--- src/rtl/mips_multicycle_control_pkg.sv ---
// Shared types and constants for the multi-cycle MIPS main control FSM.
// Optional ADDI support is enabled by defining MC_ADDI_EN.
package mips_ctrl_pkg;

  typedef enum logic [3:0] {
    S_FETCH  = 4'd0,
    S_DECODE = 4'd1,
    S_MEMADR = 4'd2,
    S_MEMRD  = 4'd3,
    S_MEMWB  = 4'd4,
    S_MEMWR  = 4'd5,
    S_EXEC   = 4'd6,
    S_ALUWB  = 4'd7,
    S_BRANCH = 4'd8,
    S_JUMP   = 4'd9,
    S_ADDIEX = 4'd10,
    S_ADDIWB = 4'd11
  } state_t;

  localparam logic [5:0] OP_RTYPE = 6'b000000;
  localparam logic [5:0] OP_LW    = 6'b100011;
  localparam logic [5:0] OP_SW    = 6'b101011;
  localparam logic [5:0] OP_BEQ   = 6'b000100;
  localparam logic [5:0] OP_J     = 6'b000010;
  localparam logic [5:0] OP_ADDI  = 6'b001000;

  localparam logic [1:0] ALUOP_ADD   = 2'b00;
  localparam logic [1:0] ALUOP_SUB   = 2'b01;
  localparam logic [1:0] ALUOP_FUNCT = 2'b10;

  localparam logic [1:0] ALUSRCB_B      = 2'b00;
  localparam logic [1:0] ALUSRCB_FOUR   = 2'b01;
  localparam logic [1:0] ALUSRCB_IMM    = 2'b10;
  localparam logic [1:0] ALUSRCB_IMMSH2 = 2'b11;

  localparam logic [1:0] PCSRC_ALU    = 2'b00;
  localparam logic [1:0] PCSRC_ALUOUT = 2'b01;
  localparam logic [1:0] PCSRC_JUMP   = 2'b10;

  typedef struct packed {
    logic       pc_write;
    logic       pc_write_cond;
    logic       iord;
    logic       mem_read;
    logic       mem_write;
    logic       mem_to_reg;
    logic       ir_write;
    logic [1:0] pc_source;
    logic [1:0] alu_op;
    logic       alu_src_a;
    logic [1:0] alu_src_b;
    logic       reg_write;
    logic       reg_dst;
    logic       instr_done;
  } ctrl_t;

  localparam ctrl_t CTRL_NONE = ctrl_t'({$bits(ctrl_t){1'b0}});

endpackage

--- src/rtl/mc_output_decode.sv ---
// Combinational state-to-control-word map for the multi-cycle MIPS control.
// ADDI states decode only when MC_ADDI_EN is defined.
module mc_output_decode
  import mips_ctrl_pkg::*;
(
  input  state_t state,
  input  logic   mem_ready,
  output ctrl_t  ctrl
);

  // Moore control word per state; FETCH and MEMWR also depend on the memory handshake
  always_comb begin
    ctrl = CTRL_NONE;
    case (state)
      S_FETCH: begin
        ctrl.mem_read  = 1'b1;
        ctrl.alu_src_b = ALUSRCB_FOUR;
        ctrl.alu_op    = ALUOP_ADD;
        ctrl.pc_source = PCSRC_ALU;
        ctrl.ir_write  = mem_ready;
        ctrl.pc_write  = mem_ready;
      end
      S_DECODE: begin
        ctrl.alu_src_b = ALUSRCB_IMMSH2;
        ctrl.alu_op    = ALUOP_ADD;
      end
      S_MEMADR: begin
        ctrl.alu_src_a = 1'b1;
        ctrl.alu_src_b = ALUSRCB_IMM;
        ctrl.alu_op    = ALUOP_ADD;
      end
      S_MEMRD: begin
        ctrl.mem_read = 1'b1;
        ctrl.iord     = 1'b1;
      end
      S_MEMWB: begin
        ctrl.reg_write  = 1'b1;
        ctrl.mem_to_reg = 1'b1;
        ctrl.instr_done = 1'b1;
      end
      S_MEMWR: begin
        ctrl.mem_write  = 1'b1;
        ctrl.iord       = 1'b1;
        ctrl.instr_done = mem_ready;
      end
      S_EXEC: begin
        ctrl.alu_src_a = 1'b1;
        ctrl.alu_src_b = ALUSRCB_B;
        ctrl.alu_op    = ALUOP_FUNCT;
      end
      S_ALUWB: begin
        ctrl.reg_write  = 1'b1;
        ctrl.reg_dst    = 1'b1;
        ctrl.instr_done = 1'b1;
      end
      S_BRANCH: begin
        ctrl.alu_src_a     = 1'b1;
        ctrl.alu_src_b     = ALUSRCB_B;
        ctrl.alu_op        = ALUOP_SUB;
        ctrl.pc_write_cond = 1'b1;
        ctrl.pc_source     = PCSRC_ALUOUT;
        ctrl.instr_done    = 1'b1;
      end
      S_JUMP: begin
        ctrl.pc_write   = 1'b1;
        ctrl.pc_source  = PCSRC_JUMP;
        ctrl.instr_done = 1'b1;
      end
`ifdef MC_ADDI_EN
      S_ADDIEX: begin
        ctrl.alu_src_a = 1'b1;
        ctrl.alu_src_b = ALUSRCB_IMM;
        ctrl.alu_op    = ALUOP_ADD;
      end
      S_ADDIWB: begin
        ctrl.reg_write  = 1'b1;
        ctrl.instr_done = 1'b1;
      end
`endif
      default: ctrl = CTRL_NONE;
    endcase
  end

endmodule

--- src/rtl/mips_multicycle_control.sv ---
// Main control FSM for the multi-cycle MIPS-32 datapath: state register,
// next-state logic, reset gating and sticky IllegalOp. ADDI via MC_ADDI_EN.
module mips_multicycle_control
  import mips_ctrl_pkg::*;
#(
  parameter int USE_MEM_READY = 1,
  parameter int STATE_W       = 4
) (
  input  logic               clk,
  input  logic               reset,
  input  logic [5:0]         Op,
  input  logic               MemReady,
  output logic               PCWrite,
  output logic               PCWriteCond,
  output logic               IorD,
  output logic               MemRead,
  output logic               MemWrite,
  output logic               MemtoReg,
  output logic               IRWrite,
  output logic [1:0]         PCSource,
  output logic [1:0]         ALUop,
  output logic               ALUSrcA,
  output logic [1:0]         ALUSrcB,
  output logic               RegWrite,
  output logic               RegDst,
  output logic               InstrDone,
  output logic               IllegalOp,
  output logic [STATE_W-1:0] State
);

  state_t state_r;
  state_t state_next_s;
  logic   illegal_op_r;
  logic   illegal_set_s;
  logic   mem_ready_s;
  ctrl_t  ctrl_s;
  ctrl_t  ctrl_gated_s;

  assign mem_ready_s = (USE_MEM_READY != 0) ? MemReady : 1'b1;

  // Next-state selection; DECODE also flags opcodes with no execution path
  always_comb begin
    state_next_s  = S_FETCH;
    illegal_set_s = 1'b0;
    case (state_r)
      S_FETCH: begin
        if (mem_ready_s) state_next_s = S_DECODE;
        else             state_next_s = S_FETCH;
      end
      S_DECODE: begin
        case (Op)
          OP_LW, OP_SW: state_next_s = S_MEMADR;
          OP_RTYPE:     state_next_s = S_EXEC;
          OP_BEQ:       state_next_s = S_BRANCH;
          OP_J:         state_next_s = S_JUMP;
`ifdef MC_ADDI_EN
          OP_ADDI:      state_next_s = S_ADDIEX;
`endif
          default: begin
            state_next_s  = S_FETCH;
            illegal_set_s = 1'b1;
          end
        endcase
      end
      S_MEMADR: begin
        if (Op == OP_SW) state_next_s = S_MEMWR;
        else             state_next_s = S_MEMRD;
      end
      S_MEMRD: begin
        if (mem_ready_s) state_next_s = S_MEMWB;
        else             state_next_s = S_MEMRD;
      end
      S_MEMWR: begin
        if (mem_ready_s) state_next_s = S_FETCH;
        else             state_next_s = S_MEMWR;
      end
      S_EXEC:   state_next_s = S_ALUWB;
`ifdef MC_ADDI_EN
      S_ADDIEX: state_next_s = S_ADDIWB;
`endif
      default:  state_next_s = S_FETCH;
    endcase
  end

  // State register and sticky illegal-opcode flag, synchronous reset
  always_ff @(posedge clk) begin
    if (reset) begin
      state_r      <= S_FETCH;
      illegal_op_r <= 1'b0;
    end else begin
      state_r      <= state_next_s;
      illegal_op_r <= illegal_op_r | illegal_set_s;
    end
  end

  mc_output_decode u_output_decode (
    .state     (state_r),
    .mem_ready (mem_ready_s),
    .ctrl      (ctrl_s)
  );

  // Reset suppresses every strobe so an aborted instruction cannot write
  always_comb begin
    if (reset) ctrl_gated_s = CTRL_NONE;
    else       ctrl_gated_s = ctrl_s;
  end

  assign PCWrite     = ctrl_gated_s.pc_write;
  assign PCWriteCond = ctrl_gated_s.pc_write_cond;
  assign IorD        = ctrl_gated_s.iord;
  assign MemRead     = ctrl_gated_s.mem_read;
  assign MemWrite    = ctrl_gated_s.mem_write;
  assign MemtoReg    = ctrl_gated_s.mem_to_reg;
  assign IRWrite     = ctrl_gated_s.ir_write;
  assign PCSource    = ctrl_gated_s.pc_source;
  assign ALUop       = ctrl_gated_s.alu_op;
  assign ALUSrcA     = ctrl_gated_s.alu_src_a;
  assign ALUSrcB     = ctrl_gated_s.alu_src_b;
  assign RegWrite    = ctrl_gated_s.reg_write;
  assign RegDst      = ctrl_gated_s.reg_dst;
  assign InstrDone   = ctrl_gated_s.instr_done;
  assign IllegalOp   = illegal_op_r;
  assign State       = STATE_W'(state_r);

endmodule

--- config.mk ---
export PLATFORM = sky130hd
export DESIGN_NAME = mips_multicycle_control
export DESIGN_NICKNAME = d
export VERILOG_FILES = /design/src/rtl/mips_multicycle_control_pkg.sv /design/src/rtl/mc_output_decode.sv /design/src/rtl/mips_multicycle_control.sv
export SDC_FILE = /design/constraint.sdc
export NUM_CORES = 1
export LEC_CHECK = 0
export BUFFER_PORTS_ARGS = -buffer_cell sky130_fd_sc_hd__buf_2
export CAP_MARGIN = 10
export CORE_MARGIN = 8
export CORE_UTILIZATION = 35
export DETAILED_ROUTE_END_ITERATION = 7
export GPL_TIMING_DRIVEN = 0
export PLACE_DENSITY = 0.66
export SYNTH_ARGS = -nofsm -noshare
export SYNTH_HDL_FRONTEND = slang
export SYNTH_SLANG_ARGS = --single-unit
--- constraint.sdc ---
create_clock -name clk -period 1.95 [get_ports clk]
set_clock_uncertainty 0.2 [all_clocks]
set_input_delay 0.0975 -clock clk [delete_from_list [all_inputs] [get_ports clk]]
set_output_delay 0.0975 -clock clk [all_outputs]
set_load 0.05 [all_outputs]
==> results of run 1 <==
## worst max-delay path, cell delays in order
cell,delay (ns)
dlygate4sd3_1,0.54
buf_2,0.13
or2_1,0.23
or4_4,0.52
or2_0,0.21
a31oi_1,0.15
## kinds of logic (layout without fill, tap and decap cells)
group / Yosys count / in the layout / synth area share, %
xor gates and xnor gates: 4 / 4 / 6.36
AOI/OAI and AO/OA: 15 / 15 / 16.4
buffers and inverters: 10 / 44 / 8.18
and+or+nand+nor: 48 / 48 / 49.1
muxes: 1 / 1 / 1.82
DFF: 5 / 5 / 18.2
## layout make-up
| type | count | area, sq um |
|---|---|---|
| clock inverters | 1 | 5.00 |
| repair buffers | 33 | 204 |
| well taps | 16 | 20.0 |
| inverters | 1 | 3.75 |
| fillers | 137 | 552 |
| multi-input cells | 68 | 512 |
| plain buffers | 6 | 60.1 |
| clock buffers | 3 | 22.5 |
| flip-flops and latches | 5 | 110 |
## power by group
group          switching, mW  internal, mW
logic                  0.113        0.0577
registers            0.00824         0.106
clock network         0.0480        0.0745
## flip-flops by register name, summed over array words and instances (netlist names)
| name | count |
|---|---|
| IllegalOp | 1 |
| State | 4 |
## metrics by stage
stage | TNS [ns] | hold WS [ns] | cells | area [sq um] | setup slack (ns)
global placement | 0 | 0.209 | 128 | 848 | 0.00979
global route | 0 | 0.0345 | 133 | 937 | 0.00551
CTS | 0 | 0.0260 | 134 | 935 | 0.0138
floorplan | -0.181 | 0.0410 | 83 | 683 | -0.181
detailed placement | -0.00330 | 0.213 | 128 | 848 | -0.00330
finish | 0 | 0.0350 | 133 | 937 | 0.0351
## routing by layer
metal  routed length (microns)  global-route usage, %  up-vias
met5                         0                      0        -
met4                        10                   2.11        0
met3                       151                   5.48        3
met2                       823                   20.0       24
met1                       806                   13.2      311
li1                          -                      -      364
## how the worst min path moves through the flow
stage,slack (ns),to,cells after the start,start
floorplan,0.04,State[0],2,Op[1]
detailed placement,0.21,State[0],3,Op[1]
finish,0.04,IllegalOp,2,reset
CTS,0.03,State[0],3,MemReady
global placement,0.21,State[0],3,Op[1]
global route,0.03,IllegalOp,2,reset
## cell usage after synthesis (all sizes together)
cell and instances:
nand3b 2, nand2 7, and2b 1, xnor2 2, a211o 1, and4 1
nor2 8, a21oi 6, and3 3, a211oi 1, nand2b 3, and2 2
xor2 2, nor2b 2, o22a 1, or3 1, clkbuf 4, or2 2
nor3 6, o21ai 4, buf 5, nor3b 3, nor4 3, inv 1
dfxtp 5, o32ai 1, or3b 1, or4 1, a31oi 1, mux2i 1
nand3 2
## repair_timing
item                                    CTS  global route
pin swaps                                 0             1
endpoints found under the setup margin   13             7
hold buffers                              4             0
resized for setup                         9             4
endpoints found under the hold margin     2             0
==> run summary, run 1 <==
The flow ran to the end, and the final reports show no timing, DRC or antenna violations. The area share of the leading cell type in the synthesized netlist was 18.2%; the number of port buffers was 29. Synthesis inferred 5 register bits. Detailed routing inserted a total of 702 vias. The synthesized netlist occupies a cell area of 551 sq um.

The logs give 0 for the count of max-cap constraint violations and 34 for the number of library cell types mapped by synthesis. Clock latency on the worst-skew pair, taken at its later pin, is 0.25 ns. The run gives 0.28 ns as the worst-case register-to-register setup slack. The library cell used most frequently in the layout, excluding fill and tap cells, is buf_2. The tools report the max-slew violation count as 0.

Post-CTS timing repair inserted 0 buffers for setup. The type of the setup path with the least slack is in -> reg. For the starting density of the core, the log shows 37.0%. The worst path arrival time was 1.87 ns. For this run, the share of the core covered by cells in the final layout is 62.9%. The area growth from synthesis to layout came out at 70.2%. The width of the die was 55.7 microns; the post-CTS clock slew at the launch and capture registers of the worst setup and hold paths was 0.05 ns. Measured against its own limit, the worst slew margin works out to 72.3%.

Along the worst path, the maximum fanout reaches 3. STA classifies the critical path startpoint as an input port. The tools report the number of sinks on the clock net as 5.

The post-synthesis sequential area ratio was 18.2%. Setup repair after global routing left no endpoint under its margin. The power per unit of standard cell area is 435 mW/mm^2, and the core outline area is 0.00149 sq mm. Tracing the worst setup path back leads to its startpoint at Op[4].

Counting I/O delays and the setup requirement, the final critical path takes 1.91 ns. In this run the clock root is driven by a clkbuf_4. In the final routed layout, each cell accounts on average for 13.5 microns.

In the final design database the tool counted 127 nets. The tools report the number of hold violations in the final report as 0. STA puts the critical path data required time at 1.91 ns. The largest total area in the synthesized netlist belongs to dfxtp_1. For the residual overflow from global routing, the log shows 0. The tools report the kind of end point of the critical path as a flip-flop. The wire length of the first global-routing pass came out at 3.19 mm. The H-tree depth was 1; the total length of routed wires was 1.79 mm. The synthesized net count was 92. The maximum number of pins on one net before global-route repair came out at 14. Setup violations remaining at the end of the flow were counted as 0.

The completed layout was analyzed and its total power is 407 uW. Number of antenna violations at the first check in global routing: 0. The path depth of the worst reg2reg path is 4. The most critical setup path has its endpoint at State[2].

The path class of the tightest hold or removal check is in -> reg. Number of antenna diodes: 0. The count of antenna-violating nets left after detailed routing is 0, and the slew at the pin with the worst max-slew slack is 0.411 ns. Each instance of the synthesized netlist takes up on average 6.63 sq um. The logs give 0.811 for the routability-driven placement congestion ratio and 4 for the number of optimization iterations in the first detailed-route pass. During synthesis, Yosys emitted a total of 0 warnings. The startpoint of the worst-slack reg-to-reg timing path was State[0]. The highest ir drop seen on vdd is 0.358 mV, and the fmax is 0.522 GHz. The tools report the capture instance of the worst register-to-register path as State[2]. Counting the buffers created by CTS gives 3.

By area the synthesized netlist is led by dfxtp_1 (18%), a21oi_1 (5.5%), nor3_1 (5.5%), nor2_1 (5.5%), nand2_1 (4.8%). The total global-route track usage came out at 11.8%. In the layout the commonest cells are buf_2 (24), buf_4 (5), nor2_1 (5), a21oi_1 (5), nand2_1 (5). The HPWL after detailed placement is 1.39 mm. TritonCTS built the clock tree. Synthesis produced 83 cells.

In this run the static leakage power is 0.417 nW. The cell row count was 14; the worst-case clock buffer depth was 2. The number of DRC markers after the initial detailed-route iteration was 5. Die height: 55.7 microns.

After detailed routing, the number of remaining DRC violations is 0. The via count normalized by instance count is 5.28, and the share of the clock period used by the worst path is 98.2%. Of the cells placed in the final design, the portion with a size suffix greater than 1 is 51.3%. Die area: 0.00310 sq mm. Number of global-route vias before repair: 705.

The number of I/O pins came out at 31.
(Power assumes the default switching activity.)
==> inputs of run 2 (changes only) <==
--- a/config.mk
+++ b/config.mk
@@ -5,6 +5,7 @@
 export SDC_FILE = /design/constraint.sdc
 export NUM_CORES = 1
 export LEC_CHECK = 0
+export ABC_AREA = 1
 export BUFFER_PORTS_ARGS = -buffer_cell sky130_fd_sc_hd__buf_2
 export CAP_MARGIN = 10
 export CORE_MARGIN = 8
==> run summary, run 2 <==
The worst-case clock buffer depth was 2 (unchanged); the number of sinks on the clock net was 5 (unchanged). CTS placed an instance of clkbuf_4 at the clock tree root. The area growth from synthesis to layout works out to 50.7%. Startpoint of the worst-slack reg-to-reg timing path: State[1]. The tools report the capture instance of the worst register-to-register path as State[2]. The run gives 1.47 mm (+5.6%) as the total half-perimeter wirelength after legalization and detailed placement. The synthesized area per cell came out at 5.14 sq um (-22%). The worst path arrival time is 1.56 ns (-0.31 ns). The launch point of the worst path was State[1].

The cell depth of the worst min-delay path came out at 4 (+2). In the layout the commonest cells are buf_2 (29), nor2_1 (24), nand2_1 (24). The share of layout cells above drive strength 1 is 46.5% (-4.8 points). The flow ran to the end, and the final reports show no timing, DRC or antenna violations. The number of port buffers is 30 (+3.4%), and the number of DRC markers after the initial detailed-route iteration is 17 (+12). The area share of the leading cell type in the synthesized netlist is 22.3% (+4.1 points). The flip-flop count of the largest register after layout is 4 (unchanged), and the via count normalized by instance count is 4.69 (-11%).

The highest ir drop seen on vdd is 0.227 mV (-37%), and the count of max-cap constraint violations is 0 (unchanged). Power per unit of standard cell area: 416 mW/mm^2 (-4.2%). The tools report the source-to-sink clock delay at the later pin of the worst-skew pair as 0.25 ns (about the same).

The run gives 556 sq um (+0.91%) as the post-synthesis instance area. The share of the clock period used by the worst path came out at 95.0% (-3.2 points). The minimum clock period was 1.85 ns (-0.0615 ns); the count of antenna-violating nets left after detailed routing was 0 (unchanged).

The number of antenna diodes is 0 (unchanged). The critical path is of the reg -> out type. The number of I/O pins was 31 (unchanged).

The maximum number of pins on one net before global-route repair came out at 11 (-3). The leading cell type by number of instances after synthesis is nor2_1. The path depth of the worst reg2reg path is 8 (+4).

The clock buffer count from CTS was 3 (unchanged); the residual overflow from global routing was 0 (unchanged). The post-route cell area was 837 sq um (-11%); the final-layout setup total negative slack was 0 ns (unchanged). TritonCTS built the clock tree. The share of synthesized registers carrying an async set or reset was 0% (unchanged); the H-tree depth was 1 (unchanged). The logs give 4 (unchanged) for the number of optimization iterations in the first detailed-route pass and 0 (unchanged) for the number of antenna violations at the first check in global routing. Reported leakage power: 0.446 nW (+6.8%). Leaving out fill and tap cells, the most frequent cell in the layout is buf_2. The number of library cell types mapped by synthesis is 20 (-41%), and the number of hold violations in the final report is 0 (unchanged). The tools report the starting density of the core as 36.9% (-0.098 points). Total global-route track usage: 11.5% (-0.28 points). The run gives 0.00312 sq mm (+0.65%) as the die area. The tools report the worst-case register-to-register setup slack as 0.59 ns (+0.31 ns). The post-CTS clock slew at the launch and capture registers of the worst setup and hold paths works out to 0.05 ns (about the same).

The tools report the core outline area as 0.00151 sq mm (+1.2%). Ranked by instance count, the synthesized netlist is headed by nor2_1 (33), nand2_1 (25), inv_1 (10). The run gives 751 (+7.0%) as the number of vias after detailed routing. The run gives 0 (unchanged) as the Yosys warning count.

The prevailing post-synth register cell was dfxtp_1. The worst setup path is captured at an output pin. The synthesized design spends more area on one cell type than any other, namely nor2_1. The slew at the pin with the worst max-slew slack is 0.585 ns (+0.173 ns). The run gives 154 (+21%) as the final layout net count. The minimum hold slack was 0.0247 ns (-0.0103 ns); the routability-driven placement congestion ratio was 0.872 (+7.6%).

The total placed instance area is 779 sq um (-8.1%), and the top fanout value on the critical path is 6 (+3). The post-synthesis sequential area ratio came out at 18.0% (-0.16 points). Endpoint required time on the critical path: 1.65 ns (-0.26 ns). Synthesized net count: 117 (+27%). For the wire length of the first global-routing pass, the log shows 3.10 mm (-2.8%). The die height is 55.8 microns (+0.32%).

The total length of routed wires was 1.74 mm (-2.7%); the total of endpoints with negative setup slack in the final report was 0 (unchanged). Class of the most critical hold timing path: in -> reg. The fmax was 0.540 GHz (+3.3%). The width of the die was 55.8 microns (+0.32%); the max-slew violation count was 0 (unchanged).

The critical path capture point is PCWrite. The worst setup path is launched from a flip-flop. The count of state elements after synthesis is 5 (unchanged).

Per-cell routed wire length: 10.9 microns (-19%). The logs give 14 (unchanged) for the cell row count and 741 (+5.1%) for the number of global-route vias before repair. The count of flip-flops with a built-in enable after synthesis came out at 0 (unchanged). Sorting the synthesized cells by area gives the leading types as nor2_1 (22%), dfxtp_1 (18%), nand2_1 (17%), inv_1 (6.8%), nand2_2 (5.6%).

The run gives 0 (unchanged) as the count of unresolved DRC violations after routing. Relative slew slack: 61.0% (-11 points). The cell count after synthesis was 108 (+30%).
run 2: cell count changes after synthesis, moves of 4 or more:
cell / previous run / this run
nor2_1: 8 / 33
nand2_1: 7 / 25
inv_1: 1 / 10
inv_2: 0 / 5
nand2_2: 0 / 5
o21ai_0: 4 / 0
run 2: cells by family after synthesis:
group,synth area share (%)
AO/OA/AOI/OAI,7.88
buffers and inverters,12.8
flip-flops,18.0
AND/OR/NAND/NOR,61.3
run 2: critical path, stage by stage (launching register included):
cell	delay, ns
dfxtp_1	0.36
inv_2	0.14
nand2_2	0.10
nor3_2	0.21
inv_1	0.11
a21oi_2	0.11
buf_2	0.28
run 2: through the flow:
stage | utilization, % | worst slack, ns | total power [mW] | std cells
global placement | 51.7 | 0.257 | 0.222 | 154
global route | 55.6 | -0.000502 | 0.367 | 160
detailed placement | 51.7 | 0.230 | 0.223 | 154
floorplan | - | -0.213 | 0.190 | 108
finish | 55.6 | 0.0966 | 0.349 | 160
CTS | 54.9 | 0.0164 | 0.351 | 160
run 2: what timing repair did:
action	CTS	global route
endpoints found under the hold margin	1	0
pin swaps	0	0
resized for setup	1	3
cloned	0	0
endpoints found under the setup margin	1	4
hold buffers	2	0
setup buffers	0	0
run 2: cell type report:
cell class                      count  area [sq um]
Fill cell                         159           669
Multi-Input combinational cell     85           444
Timing Repair Buffer               32           173
Sequential cell                     5           103
Inverter                           16          60.1
Clock buffer                        4          26.3
Tap cell                           16          20.0
Buffer                              2          11.3
run 2: power breakdown:
part,switching [mW],internal (mW),total [mW]
clock network,0.0472,0.0776,0.125
registers,0.00580,0.107,0.112
logic,0.0821,0.0292,0.111
run 2: worst min-delay path by stage:
stage                  endpoint  slack [ns]  startpoint
floorplan           PCWriteCond        0.06       reset
global placement      IllegalOp        0.24   IllegalOp
detailed placement    IllegalOp        0.24   IllegalOp
CTS                    State[3]        0.02       Op[3]
global route           State[3]        0.04       Op[3]
finish                 State[3]        0.02       Op[0]
run 2: metal layers:
| metal | up-vias | routed length [microns] | GRT usage [%] |
|---|---|---|---|
| li1 | 404 | - | - |
| met1 | 317 | 774 | 12.6 |
| met2 | 26 | 812 | 19.2 |
| met3 | 4 | 127 | 3.65 |
| met4 | 0 | 29 | 6.19 |
| met5 | - | 0 | 0 |
==> inputs of run 3 (changes only) <==
--- a/config.mk
+++ b/config.mk
@@ -8,11 +8,13 @@
 export ABC_AREA = 1
 export BUFFER_PORTS_ARGS = -buffer_cell sky130_fd_sc_hd__buf_2
 export CAP_MARGIN = 10
+export CELL_PAD_IN_SITES_DETAIL_PLACEMENT = 0
+export CELL_PAD_IN_SITES_GLOBAL_PLACEMENT = 1
 export CORE_MARGIN = 8
-export CORE_UTILIZATION = 35
+export CORE_UTILIZATION = 26
 export DETAILED_ROUTE_END_ITERATION = 7
 export GPL_TIMING_DRIVEN = 0
-export PLACE_DENSITY = 0.66
+export PLACE_DENSITY_LB_ADDON = 0.25
 export SYNTH_ARGS = -nofsm -noshare
 export SYNTH_HDL_FRONTEND = slang
 export SYNTH_SLANG_ARGS = --single-unit
==> constraint.sdc (replaced) <==
create_clock -name clk -period 2.1 [get_ports clk]
set_clock_uncertainty 0.2 [all_clocks]
set_input_delay 0.105 -clock clk [delete_from_list [all_inputs] [get_ports clk]]
set_output_delay 0.105 -clock clk [all_outputs]
set_load 0.05 [all_outputs]
==> run summary, run 3 (same netlist as run 2, synthesis figures left out) <==
The worst path arrival time was 1.65 ns (+0.09 ns); the source-to-sink clock delay at the later pin of the worst-skew pair was 0.24 ns (about the same). The count of max-cap constraint violations was 0 (unchanged). For this run, the top clock speed supported by timing is 0.513 GHz.

The count of antenna-violating nets left after detailed routing was 0 (unchanged); the maximum number of pins on one net before global-route repair was 11 (unchanged). The setup slack of the critical path after layout came out at 0.150 ns (+0.0532 ns). Among all stages on the critical path, the largest delay is contributed by dfxtp_1. Worst-case clock buffer depth: 2 (unchanged).

The run finished with clean final reports. The total global-route track usage came out at 9.21% (-2.3 points). Setup repair after global routing left no endpoint under its margin.

The area growth from synthesis to layout is 41.0%. The smallest clock period supported by the final layout is computed as 1.95 ns. The class of the most critical hold timing path was in -> reg. The number of hold violations in the final report was 0 (unchanged). The reported leakage power is 0.442 nW (-0.95%). The CTS root buffer is clkbuf_4. Max-slew violation count: 0 (unchanged).

The via count normalized by instance count came out at 4.43 (-5.6%). The minimum hold slack came out at 0.00491 ns (-0.0198 ns). The slew at the pin with the worst max-slew slack works out to 0.438 ns (-0.147 ns). The path depth of the worst reg2reg path is 7 (-1). TritonCTS built the clock tree. The critical path goes through inv_2 -> nor2_1 -> nand2_1 -> nor3_2 -> buf_4 -> buf_2. Power per unit of standard cell area: 403 mW/mm^2 (-3.2%).

The die height came out at 62.2 microns (+11%). In the layout the commonest cells are nor2_1 (33), buf_2 (30), nand2_1 (25). The peak per-stage delay on the critical path came out at 0.49 ns (+0.13 ns). The post-CTS clock slew at the launch and capture registers of the worst setup and hold paths came out at 0.04 ns (about the same). The hold buffer count at cts is 0 (-2), and the number of filler instances in the final layout is 229 (+44%).

The number of port buffers was 30 (unchanged). STA classifies the critical path endpoint as an output pin. The buffers plus inverters on the worst setup path is 3 (unchanged). The starting density of the core was 28.0% (-8.8 points); the total placed instance area was 757 sq um (-2.9%). The run gives 0.350 mV (+54%) as the highest ir drop seen on vdd. For the total length of routed wires, the log shows 1.86 mm (+6.8%). The clock buffer count from CTS is 3 (unchanged), and the width of the die is 62.2 microns (+11%). The logs give 152 (-1.3%) for the final layout net count and 1 (unchanged) for the H-tree depth. The worst register-to-register path begins at State[0].

The number of DRC markers after the initial detailed-route iteration was 17 (unchanged). The tools report the number of global-route vias before repair as 741 (unchanged). The most critical setup path has its startpoint at State[3].

The worst setup path is launched from a flip-flop. The tools report the total half-perimeter wirelength after legalization and detailed placement as 1.60 mm (+8.8%). The top fanout value on the critical path is 5 (-1).

The run gives 0 (unchanged) as the number of antenna violations at the first check in global routing. The critical path ends at PCSource[0]. Area taken by flip-flops and latches: 100 sq um (-2.4%).

The tools report the setup slack after placement as 0.396 ns (+0.166 ns). The source of the worst hold timing path is Op[2]. The logs give 31 (unchanged) for the number of I/O pins and 70.8% (+9.8 points) for the relative slew slack. The run gives 783 sq um (-6.4%) as the post-route cell area. The share of layout cells above drive strength 1 was 37.3% (-9.2 points). The logs give 3.06 mm (-1.1%) for the wire length of the first global-routing pass and 0.00198 sq mm (+32%) for the core outline area. The number of optimization iterations in the first detailed-route pass is 4 (unchanged).

The per-cell routed wire length works out to 11.0 microns (+1.1%). The tools report the capture instance of the worst register-to-register path as State[1]. Count of unresolved DRC violations after routing: 0 (unchanged). The final critical path takes up 92.9% of the cycle. Flip-flop count of the largest register after layout: 4 (unchanged).

The number of antenna diodes was 0 (unchanged). The run gives 402 sq um (-9.6%) as the area of the multi-input gates. The cell row count came out at 16 (+2). The run gives 0 (-1) as the post-cts sizing count.

The routability-driven placement congestion ratio came out at 0.859 (-1.5%). Total of endpoints with negative setup slack in the final report: 0 (unchanged). The tools report the number of buffers added for setup after CTS as 0 (unchanged). The residual overflow from global routing was 0 (unchanged); the endpoint required time on the critical path was 1.79 ns (+0.14 ns). The number of vias after detailed routing is 749 (-0.27%). The kind of cell adding the most delay to the critical path is flip-flops. The type of the setup path with the least slack is reg -> out. The number of sinks on the clock net was 5 (unchanged). The worst-case register-to-register setup slack is 0.66 ns (+0.07 ns). The library cell used most frequently in the layout, excluding fill and tap cells, is nor2_1.

The die area was 0.00387 sq mm (+24%); the number of stages on the worst setup path was 6 (unchanged).
-- run 3: cell types whose count changed in the layout (fill, tap and decap cells not counted), sizes merged --
cell | previous run | this run
clkbuf | 6 | 5
buf | 30 | 31
dlygate4sd3 | 2 | 0
-- run 3: how the worst min path moves through the flow --
stage	endpoint	slack, ns	cells past startpoint
after floorplan	IllegalOp	0.08	3
after global placement	IllegalOp	0.24	2
after detailed placement	IllegalOp	0.24	2
after CTS	State[3]	0.009	3
after global routing	State[3]	0.008	3
final	State[3]	0.005	3
-- run 3: area by class of cell --
type,count,area share [%]
inverter,16,7.67
multi-input combinational,85,51.3
sequential,5,12.8
tap,27,4.31
clock buffer,4,3.35
buffer,2,1.44
timing repair buffer,30,19.2
-- run 3: worst register-to-register path, cell delays in order, from the launching register on --
cell,delay [ns]
dfxtp_1,0.54
nor2_1,0.11
nand2_1,0.14
nand2_1,0.07
inv_1,0.05
nand2_1,0.05
nor2_1,0.10
nor2_1,0.05
-- run 3: metal layers --
layer	up-vias	wire [microns]	track usage [%]
met3	4	171	4.30
met1	318	858	10.4
met5	-	0	0
met2	26	801	14.5
li1	401	-	-
met4	0	31	3.79
-- run 3: per-stage QoR --
step	setup TNS, ns	instances	power, mW	util [%]
after global routing	0	169	0.340	39.5
after detailed placement	0	165	0.205	38.2
after global placement	0	165	0.204	38.2
final	0	169	0.316	39.5
after CTS	0	169	0.320	39.5
after floorplan	-0.505	108	0.174	-
-- run 3: where the power goes --
group	internal (mW)	switching, mW	total [mW]	leakage [nW]
logic	0.0247	0.0736	0.0984	0.386
registers	0.0987	0.00512	0.104	0.0407
clock network	0.0720	0.0416	0.114	0.0150
total	0.195	0.120	0.316	0.442
